**config.mk**
```make
export PLATFORM = sky130hd
export DESIGN_NAME = pipe_muldiv_seq
export DESIGN_NICKNAME = d
export VERILOG_FILES = /design/src/rtl/pipe_muldiv_seq_pkg.sv /design/src/rtl/riscv_muldiv_iter.sv /design/src/rtl/pipe_muldiv_seq.sv
export SDC_FILE = /design/constraint.sdc
export NUM_CORES = 1
export LEC_CHECK = 0
export BUFFER_PORTS_ARGS = -buffer_cell sky130_fd_sc_hd__buf_2
export CORE_UTILIZATION = 55
export CTS_CLUSTER_SIZE = 40
export DETAILED_ROUTE_END_ITERATION = 8
export GPL_TIMING_DRIVEN = 0
export PLACE_DENSITY = 0.74
export SLEW_MARGIN = 10
export SYNTH_ARGS = -nofsm -noshare
export SYNTH_HDL_FRONTEND = slang
export SYNTH_HIERARCHICAL = 1
export SYNTH_SLANG_ARGS = --single-unit
```
**constraint.sdc**
```tcl
create_clock -name i_clk -period 7.2 [get_ports i_clk]
set_input_delay 0.72 -clock i_clk [delete_from_list [all_inputs] [get_ports i_clk]]
set_output_delay 0.72 -clock i_clk [all_outputs]
set_load 0.005 [all_outputs]
```
**src/rtl/pipe_muldiv_seq_pkg.sv**
```systemverilog
// Shared definitions for the RV32M multiply/divide sequencer:
// funct3 codes, FSM state encoding and operand-signedness helpers.
package pipe_muldiv_seq_pkg;

  localparam logic [2:0] FUNCT3_MULDIV_MUL    = 3'd0;
  localparam logic [2:0] FUNCT3_MULDIV_MULH   = 3'd1;
  localparam logic [2:0] FUNCT3_MULDIV_MULHSU = 3'd2;
  localparam logic [2:0] FUNCT3_MULDIV_MULHU  = 3'd3;
  localparam logic [2:0] FUNCT3_MULDIV_DIV    = 3'd4;
  localparam logic [2:0] FUNCT3_MULDIV_DIVU   = 3'd5;
  localparam logic [2:0] FUNCT3_MULDIV_REM    = 3'd6;
  localparam logic [2:0] FUNCT3_MULDIV_REMU   = 3'd7;

  typedef enum logic [1:0] {
    MD_IDLE = 2'd0,
    MD_CALC = 2'd1,
    MD_DONE = 2'd2
  } mdState_t;

  function automatic logic aIsSigned(input logic [2:0] funct3);
    return funct3 inside {FUNCT3_MULDIV_MULH, FUNCT3_MULDIV_MULHSU,
                          FUNCT3_MULDIV_DIV, FUNCT3_MULDIV_REM};
  endfunction

  function automatic logic bIsSigned(input logic [2:0] funct3);
    return funct3 inside {FUNCT3_MULDIV_MULH, FUNCT3_MULDIV_DIV, FUNCT3_MULDIV_REM};
  endfunction

endpackage

```
**src/rtl/riscv_muldiv_iter.sv**
```systemverilog
// Combinational single step of the iterative datapath: one shift-add multiply
// step or one restoring-divide step on unsigned magnitudes.
module riscv_muldiv_iter #(
  parameter int XLEN = 32
) (
  input  logic [XLEN-1:0] acc,
  input  logic [XLEN-1:0] sh,
  input  logic [XLEN-1:0] opnd,
  input  logic            isDiv,
  output logic [XLEN-1:0] accNext,
  output logic [XLEN-1:0] shNext
);

  logic [XLEN:0] sum;
  logic [XLEN:0] shifted;
  logic [XLEN:0] diff;

  // Multiply: {acc,sh} is the product register, sh[0] is the current multiplier bit.
  assign sum = {1'b0, acc} + ({(XLEN+1){sh[0]}} & {1'b0, opnd});
  // Divide: acc is the partial remainder, sh shifts the dividend out and quotient in.
  assign shifted = {acc, sh[XLEN-1]};
  assign diff    = shifted - {1'b0, opnd};

  always_comb begin
    accNext = '0;
    shNext  = '0;
    if (isDiv) begin
      if (!diff[XLEN]) begin
        accNext = diff[XLEN-1:0];
        shNext  = {sh[XLEN-2:0], 1'b1};
      end else begin
        accNext = shifted[XLEN-1:0];
        shNext  = {sh[XLEN-2:0], 1'b0};
      end
    end else begin
      accNext = sum[XLEN:1];
      shNext  = {sum[0], sh[XLEN-1:1]};
    end
  end

endmodule

```
**src/rtl/pipe_muldiv_seq.sv**
```systemverilog
// Iterative RV32M multiply/divide sequencer beside the Execute-stage ALU.
// state   | meaning
// MD_IDLE | waiting for an M op from Execute
// MD_CALC | one datapath step per cycle, count 0..XLEN-1
// MD_DONE | result valid, pipeline released for one cycle
module pipe_muldiv_seq
  import pipe_muldiv_seq_pkg::*;
#(
  parameter int XLEN         = 32,
  parameter bit FAST_SPECIAL = 1'b1
) (
  input  logic            i_clk,
  input  logic            i_rst,
  input  logic            i_md_start,
  input  logic [2:0]      i_md_funct3,
  input  logic [XLEN-1:0] i_md_a,
  input  logic [XLEN-1:0] i_md_b,
  input  logic            i_md_flush,
  output logic [XLEN-1:0] o_md_result,
  output logic            o_md_done,
  output logic            o_md_busy,
  output logic            o_md_stall
);

  localparam int CW = $clog2(XLEN);
  localparam logic [CW-1:0]   LAST_COUNT = CW'(XLEN - 1);
  localparam logic [XLEN-1:0] MIN_INT    = {1'b1, {(XLEN-1){1'b0}}};

  mdState_t state, stateNext;
  logic [CW-1:0]   count;
  logic [2:0]      f3Q;
  logic [XLEN-1:0] accQ, shQ, opndQ;
  logic [XLEN-1:0] accNext, shNext;
  logic            negResQ, negRemQ;

  logic            accept, isDiv, signA, signB, divZero, overflow, special;
  logic [XLEN-1:0] magA, magB, specialResult, finalResult, quotFix, remFix;
  logic [2*XLEN-1:0] product, productFix;

  assign accept   = (state == MD_IDLE) & i_md_start & ~i_md_flush;
  assign isDiv    = i_md_funct3[2];
  assign signA    = aIsSigned(i_md_funct3) & i_md_a[XLEN-1];
  assign signB    = bIsSigned(i_md_funct3) & i_md_b[XLEN-1];
  assign magA     = signA ? -i_md_a : i_md_a;
  assign magB     = signB ? -i_md_b : i_md_b;
  assign divZero  = (i_md_b == '0);
  assign overflow = isDiv & bIsSigned(i_md_funct3) & (i_md_a == MIN_INT) & (i_md_b == '1);
  assign special  = isDiv & (divZero | overflow);

  always_comb begin
    specialResult = '0;
    if (divZero)
      specialResult = i_md_funct3[1] ? i_md_a : '1;
    else
      specialResult = i_md_funct3[1] ? '0 : MIN_INT;
  end

  riscv_muldiv_iter #(.XLEN(XLEN)) uIter (
    .acc     (accQ),
    .sh      (shQ),
    .opnd    (opndQ),
    .isDiv   (f3Q[2]),
    .accNext (accNext),
    .shNext  (shNext)
  );

  // Sign fix is taken from the final step's outputs so the result registers on the last CALC edge.
  assign product    = {accNext, shNext};
  assign productFix = negResQ ? -product : product;
  assign quotFix    = negResQ ? -shNext : shNext;
  assign remFix     = negRemQ ? -accNext : accNext;

  always_comb begin
    finalResult = remFix;
    case (f3Q)
      FUNCT3_MULDIV_MUL:                                          finalResult = productFix[XLEN-1:0];
      FUNCT3_MULDIV_MULH, FUNCT3_MULDIV_MULHSU, FUNCT3_MULDIV_MULHU: finalResult = productFix[2*XLEN-1:XLEN];
      FUNCT3_MULDIV_DIV, FUNCT3_MULDIV_DIVU:                      finalResult = quotFix;
      default:                                                    finalResult = remFix;
    endcase
  end

  always_comb begin
    stateNext = state;
    case (state)
      MD_IDLE: if (accept) stateNext = (FAST_SPECIAL && special) ? MD_DONE : MD_CALC;
      MD_CALC: begin
        if (i_md_flush)               stateNext = MD_IDLE;
        else if (count == LAST_COUNT) stateNext = MD_DONE;
      end
      MD_DONE: stateNext = MD_IDLE;
      default: stateNext = MD_IDLE;
    endcase
  end

  always_ff @(posedge i_clk or posedge i_rst) begin
    if (i_rst) begin
      state       <= MD_IDLE;
      count       <= '0;
      f3Q         <= '0;
      accQ        <= '0;
      shQ         <= '0;
      opndQ       <= '0;
      negResQ     <= 1'b0;
      negRemQ     <= 1'b0;
      o_md_result <= '0;
    end else begin
      state <= stateNext;
      case (state)
        MD_IDLE: begin
          if (accept) begin
            f3Q     <= i_md_funct3;
            count   <= '0;
            accQ    <= '0;
            shQ     <= isDiv ? magA : magB;
            opndQ   <= isDiv ? magB : magA;
            negResQ <= (signA ^ signB) & ~(isDiv & divZero);
            negRemQ <= signA;
            if (FAST_SPECIAL && special) o_md_result <= specialResult;
          end
        end
        MD_CALC: begin
          if (!i_md_flush) begin
            accQ  <= accNext;
            shQ   <= shNext;
            count <= count + 1'b1;
            if (count == LAST_COUNT) o_md_result <= finalResult;
          end
        end
        default: ;
      endcase
    end
  end

  assign o_md_busy  = (state != MD_IDLE);
  assign o_md_done  = (state == MD_DONE) & ~i_md_flush;
  assign o_md_stall = (accept & ~i_rst) | (state == MD_CALC);

endmodule

```
==> results.md, run 1 <==
* Status: finished, violations left
* Failing checks: capacitance limit, slew limit
* CTS tree: built
* Final setup TNS at 0 ps
* # IOs at 106
* Placed instance count at 2476
* FMAX at 0.142 GHz
* Final setup fails at 0
* Syn Nets at 2142
* DR vias/cell at 7.01
* Syn-to-layout area delta at 10.9%
* Iter 0 DRT Violations at 2583
* Slew @ Worst Pin at 1540 ps
* Tmin final at 7040 ps
* Footprint of the multi-input gates at 11000 um2
* Vias in the first global route at 16000
* Crit share post-route at 97.8%
* Placed Area at 16400 um2
* Netlist cell types at 89
* Total clock sinks at 140
* Initial antenna violation count at 1
* Critical Path Start Type: flop
* Clk_skew at 24.1 ps
* CP Capture Type: flop
* Number of synthesized flops with an enable pin at 0
* Largest net degree at the start of global routing at 104
* Wirelength, routed at 67.1 mm
* All-Layer GR Usage at 46.6%
* Core Box Area at 27200 um2
* Post-route cell area at 17000 um2
* Setup ws final at 156 ps
* Die area at 28600 um2
* Clock latency on the worst-skew pair at 450 ps
* Cell Area, Synth at 15300 um2
* Pwr dens at 555 nW/um2
* Initial core utilization at 56.5%
* Commonest non-fill, non-tap cells in the layout: nor2_1 (181), nand2_1 (181), a21oi_1 (169)
* Die H at 169 um
* Detailed Routing Iterations Pass 1 at 8
* RSZ-0062 raised after global routing: false
* Register area share after synthesis at 22.8%
* Synth Warn # at 6
* Reg area at 3500 um2
* Crit path max fanout at 10
* Die Wd at 169 um
* Remaining global-route overflow at 0
* GPL Wtd Cong at 1.09
* Critical R2R Capture: o_md_result[28]
* Max-Cap Viols at 1
* Hold Violations, Final at 0
* Final Slew Violations at 9
* Avg Cell Area, Syn at 7.68 um2
* Path depth of the worst reg2reg path at 23
* Total CTS buffers at 17
* Wire per inst at 26.7 um
* Async SR Flop Fraction at 100%
* First-pass GRT wire length at 98.8 mm
* Total power at 9.44 mW
* Slew headroom at -3.52%
* Worst slack, placed at -118 ps
* VDD IR max at 0.252 mV
* Ratio of cells with drive above 1 in the final layout at 11.7%
* CTS root buf: clkbuf_16
* Reg-to-reg slack, setup at 160 ps
* Cell Rows at 60
* FF-to-FF Start: shQ[31]
* Longest Clk Path Bufs at 2
* Layout filler cell count at 2508
* Flops & latches, synth at 140
* Most common flop cell mapped by yosys: dfrtp_1
* Vias at 17600
* Fin cells at 2509
* Post-DP HPWL at 52.8 mm
* CTS H-tree depth at 4
* Cells after synthesis at 1998
* Clk pin slew, worst setup/hold paths at 90 ps
* Worst Path Arrival at 7360 ps
* Crit path required time at 7520 ps
* DRC at 0
* ANT nets after route at 0
* Post-Route Utilization at 62.6%
* Hold Crit Class: input port to asynchronous set/reset pin
* Worst setup path category: flop to flop
* PortBufs at 105
* Nets at 2267
* Fin Hold WS at 246 ps
* Leakage power at 6.97 nW
## logic make-up (layout without fill, tap and decap cells)
group | after synthesis | in the layout | synth area share [%]
mux | 86 | 86 | 6.03
xor+xnor | 172 | 172 | 9.87
fa+ha+maj | 73 | 73 | 6.05
flops | 140 | 140 | 22.8
compound gates | 666 | 666 | 28.8
buf+inv | 201 | 339 | 5.39
other cells | 0 | 1 | 0
simple gates | 660 | 660 | 21.1
## layer usage
layer	share of wire, %	vias to the layer above	routed length (um)	GRT usage [%]
met2	41	1319	27300	67.9
met4	7.0	2	4710	27.3
met3	13	284	8630	14.4
li1	-	7675	-	-
met5	0.095	-	64	1.91
met1	39	8308	26400	60.4
## synthesized netlist by cell type (all sizes together), types with 6 or more instances
cell type  instances  area [um2]
a31oi             29         181
ha                71         888
a2111oi            7        61.3
o31ai             43         337
nand2            181         679
nor3b              8        65.1
a32o              14         140
a22o              33         290
nor3              42         210
nand2b            20         125
or3               34         220
dfrtp            140        3500
o21a              18         135
nor2             182         686
or2               11        68.8
nand3             29         145
a21oi            173         881
inv               65         244
and2              39         244
o221ai            30         263
clkbuf           104         395
o211ai            21         158
mux2i             38         380
and3              15        93.8
o22ai              9        56.3
o21bai             9        67.6
xnor2             82         726
xor2              90         788
nor2b             10        62.6
o21ai            157         793
a211oi            34         255
buf               30         180
nand4             29         181
a221oi             6        58.8
a21o              22         165
or4               24         193
mux2              48         544
o41ai             23         228
a22oi              6        45.0
nor4              22         138
## area by class of cell
class | count | share of cell area (%)
clock inverter | 15 | 1.10
clock buffer | 17 | 2.50
tap | 372 | 2.74
timing repair buffer | 106 | 3.25
inverter | 67 | 1.52
sequential | 140 | 20.6
multi-input combinational | 1657 | 64.9
buffer | 134 | 3.38
antenna | 1 | 0.0147
## what timing repair did
action / 4_1_cts / 5_1_grt
buffers inserted: 0 / 0
gates resized for setup: 2 / 4
hold buffers: 0 / 0
setup endpoints to repair: 2 / 4
pin swaps: 0 / 0
## sequential cells by signal, indices dropped and copies added, names as in the netlist
name and flops:
negRemQ 1, f3Q 3, negResQ 1, count 5
state 2, shQ 32, accQ 32, opndQ 32
o_md_result 32
## power breakdown
part           switching, mW  internal [mW]
clock network          0.465          0.475
logic                   4.65           2.35
registers              0.373           1.12
total                   5.49           3.95
## worst max-delay path, cell delays in order (launching register included)
cell and delay, ps:
dfrtp_1 400, inv_1 100, ha_1 260, fa_1 400, nand2b_1 190, a21oi_2 260
o21ai_2 140, o2111ai_1 350, a21oi_2 160, xnor2_4 400, buf_6 260, mux2i_1 100
nand2_1 70, o21ai_0 400, inv_1 460, ha_1 340, nor4b_2 600, nand4_1 230
or2_2 330, clkbuf_1 230, o21ai_0 240, a31oi_1 140, a211oi_1 730, o41ai_1 120
## how the worst max path moves through the flow
| stage | endpoint | from | slack, ps |
|---|---|---|---|
| after floorplan | o_md_result[31] | shQ[31] | 1840 |
| after global placement | o_md_result[21] | shQ[31] | -80 |
| after detailed placement | o_md_result[21] | shQ[31] | -120 |
| after CTS | o_md_result[21] | shQ[31] | 90 |
| after global routing | o_md_result[21] | shQ[0] | 100 |
| final | o_md_result[28] | shQ[31] | 160 |
Note: power is estimated with default switching activity, not from simulation.
==> run 2, diff against run 1 <==
--- a/config.mk
+++ b/config.mk
@@ -5,7 +5,7 @@
 export SDC_FILE = /design/constraint.sdc
 export NUM_CORES = 1
 export LEC_CHECK = 0
-export BUFFER_PORTS_ARGS = -buffer_cell sky130_fd_sc_hd__buf_2
+export BUFFER_PORTS_ARGS = -buffer_cell sky130_fd_sc_hd__buf_4
 export CORE_UTILIZATION = 55
 export CTS_CLUSTER_SIZE = 40
 export DETAILED_ROUTE_END_ITERATION = 8
==> run 2 against run 1 <==
Against the previous run:
- the flow now finishes without violations
- global-route usage is 0.55 points higher
- wire length is 0.90% higher
- combinational power is 1% higher
- register-to-register slack worse by 30 ps
- final area is 1.4% higher
- highest routed layer is now met4
==> results.md, run 2 (same netlist as run 1, synthesis figures left out) <==
* Critical Path Start Type: flop
* FF-to-FF Start: shQ[31]
* VDD IR max at 0.233 mV (-7.3%)
* Longest Clk Path Bufs at 2 (unchanged)
* Pwr dens at 550 nW/um2 (-0.91%)
* Layout filler cell count at 2496 (-0.48%)
* CTS tree: built
* Die H at 169 um (unchanged)
* Clk_skew at 11.7 ps (-12.4 ps)
* Clk pin slew, worst setup/hold paths at 70 ps (-20 ps)
* Core Box Area at 27200 um2 (unchanged)
* RSZ-0062 raised after global routing: false
* Initial antenna violation count at 1 (unchanged)
* Placed instance count at 2476 (unchanged)
* Commonest non-fill, non-tap cells in the layout: nor2_1 (181), nand2_1 (181), a21oi_1 (169)
* CTS H-tree depth at 4 (unchanged)
* Crit share post-route at 98.3% (+0.46 points)
* # IOs at 106 (unchanged)
* Largest net degree at the start of global routing at 113 (+8.7%)
* Vias at 17600 (+0.063%)
* Crit path required time at 7510 ps (about the same)
* DR WL met2 at 28.2 mm (+3.5%)
* Total clock sinks at 140 (unchanged)
* Critical Path Max Stage Delay at 900 ps (+170 ps)
* Tmin final at 7080 ps (+32.9 ps)
* Sw Ratio at 57.6% (-0.60 points)
* Hold Crit Class: input port to asynchronous set/reset pin
* Footprint of the multi-input gates at 11100 um2 (about the same)
* Top layer in use: met4
* First-pass GRT wire length at 99.8 mm (+0.97%)
* Leakage power at 7.03 nW (+0.89%)
* # diodes at 0 (-1)
* Syn-to-layout area delta at 12.4%
* ANT nets after route at 0 (unchanged)
* Worst Path Arrival at 7380 ps (+20 ps)
* GPL Wtd Cong at 1.06 (-2.3%)
* Die area at 28600 um2 (unchanged)
* Die Wd at 169 um (unchanged)
* Worst slack, placed at -313 ps (-196 ps)
* Slew @ Worst Pin at 1380 ps (-163 ps)
* CP Capture Type: flop
* FMAX at 0.141 GHz (-0.47%)
* Remaining global-route overflow at 0 (unchanged)
* PortBufs at 105 (unchanged)
* Status: finished clean
* Critical path's slowest cell: or4_2
* Comb power frac at 74.6% (+0.4 points)
* Crit. Startpoint: shQ[31]
* Max-Cap Viols at 0 (-1)
* Crit-path cells: inv_1 > ha_1 > fa_1 > nand2b_1 > a21oi_2 > o21ai_2 > o2111ai_1 > a21oi_2 > xnor2_4 > buf_2 > mux2i_1 > a21oi_1 > or4_2 > or3_2 > or3_2 > o31a_2 > xor2_1 > a221oi_2 > o31ai_1
* Clock latency on the worst-skew pair at 450 ps (about the same)
* All-Layer GR Usage at 47.2% (+0.55 points)
* Crit path max fanout at 10 (unchanged)
* Routed met1 length at 25.7 mm (-2.8%)
* Reg-to-reg slack, setup at 120 ps (-30 ps)
* Post-DP HPWL at 52.9 mm (+0.18%)
* Worst path depth at 19 (-17%)
* Fin Hold WS at 231 ps (-15.0 ps)
* Final setup fails at 0 (unchanged)
* Postcts setup bufs at 0 (unchanged)
* Critical R2R Capture: o_md_result[31]
* Share of power burned in registers at 15.8% (about the same)
* Total CTS buffers at 17 (unchanged)
* Wire per inst at 27.0 um (+0.94%)
* Int Power at 4.02 mW (+1.9%)
* Wirelength, routed at 67.7 mm (+0.90%)
* Reg area at 3500 um2 (unchanged)
* Detailed Routing Iterations Pass 1 at 9 (+1)
* Setup crit end: o_md_result[31]
* CP Buf/Inv Count at 2 (-2)
* CP top delay family: compound AO/OA/AOI/OAI gates
* Cell Rows at 60 (unchanged)
* Clk pwr share at 9.6% (-0.4 points)
* DRC at 0 (unchanged)
* DR WL met3 at 9.35 mm (+8.3%)
* Fin cells at 2508 (-0.040%)
* NetSw at 5.46 mW (-0.57%)
* Hold Violations, Final at 0 (unchanged)
* Path depth of the worst reg2reg path at 19 (-17%)
* Final Slew Violations at 0 (-9)
* Worst setup path category: flop to flop
* Slew headroom at 7.77% (+11 points)
* DR vias/cell at 7.02 (+0.10%)
* Nets at 2267 (unchanged)
* Final setup TNS at 0 ps (unchanged)
* Vias in the first global route at 16100 (+1.0%)
* Setup ws final at 123 ps (-32.9 ps)
* Iter 0 DRT Violations at 2612 (+1.1%)
* Initial core utilization at 56.5% (unchanged)
* CTS root buf: clkbuf_16
* Ratio of cells with drive above 1 in the final layout at 11.8% (+0.094 points)
==> run 2: changes by cell type in the layout (fill, tap and decap cells not counted), sizes merged <==
cell / delta
clkinvlp: +1
clkinv: -3
inv: +1
diode: -1
bufinv: +1
==> run 2: cell type report <==
type,instances,area share [%]
multi-input combinational,1657,64.1
sequential,140,20.3
timing repair buffer,106,4.73
buffer,134,3.34
tap,372,2.70
clock buffer,17,2.47
inverter,67,1.50
clock inverter,15,0.885
==> run 2: worst min-delay path by stage <==
stage	from	to	slack, ps	cells past startpoint
detailed placement	o_md_result[21]	o_md_result[21]	470	2
CTS	i_rst	o_md_result[3]	230	2
global route	i_rst	o_md_result[3]	240	2
finish	i_rst	o_md_result[3]	230	2
floorplan	opndQ[8]	opndQ[8]	450	2
global placement	o_md_result[16]	o_md_result[16]	470	2
==> run 2: power by group through the flow <==
stage | Sequential [mW] | Clock [mW] | Combinational, mW
floorplan | 1.33 | 0 | 4.52
global placement | 1.47 | 0 | 6.52
detailed placement | 1.48 | 0 | 6.61
CTS | 1.47 | 0.909 | 6.68
global route | 1.52 | 0.940 | 7.38
finish | 1.50 | 0.915 | 7.07
==> run 2: metrics by stage <==
step	power (mW)	cell area, um2	util [%]
3_5_place_dp	8.09	16600	61.2
3_3_place_gp	7.99	16600	61.1
6_report	9.48	17300	63.5
2_1_floorplan	5.85	15300	-
4_1_cts	9.05	17200	63.4
5_1_grt	9.84	17300	63.5
==> run 2: metal layers <==
| layer | track usage [%] | up-vias |
|---|---|---|
| met5 | 0 | - |
| met1 | 60.1 | 8325 |
| met2 | 70.4 | 1356 |
| met4 | 26.5 | 0 |
| met3 | 15.1 | 260 |
| li1 | - | 7658 |
==> run 2: repair_timing <==
action	CTS	global route
endpoints found under the setup margin	4	2
cloned	0	0
hold buffers	0	0
gates resized for setup	4	2
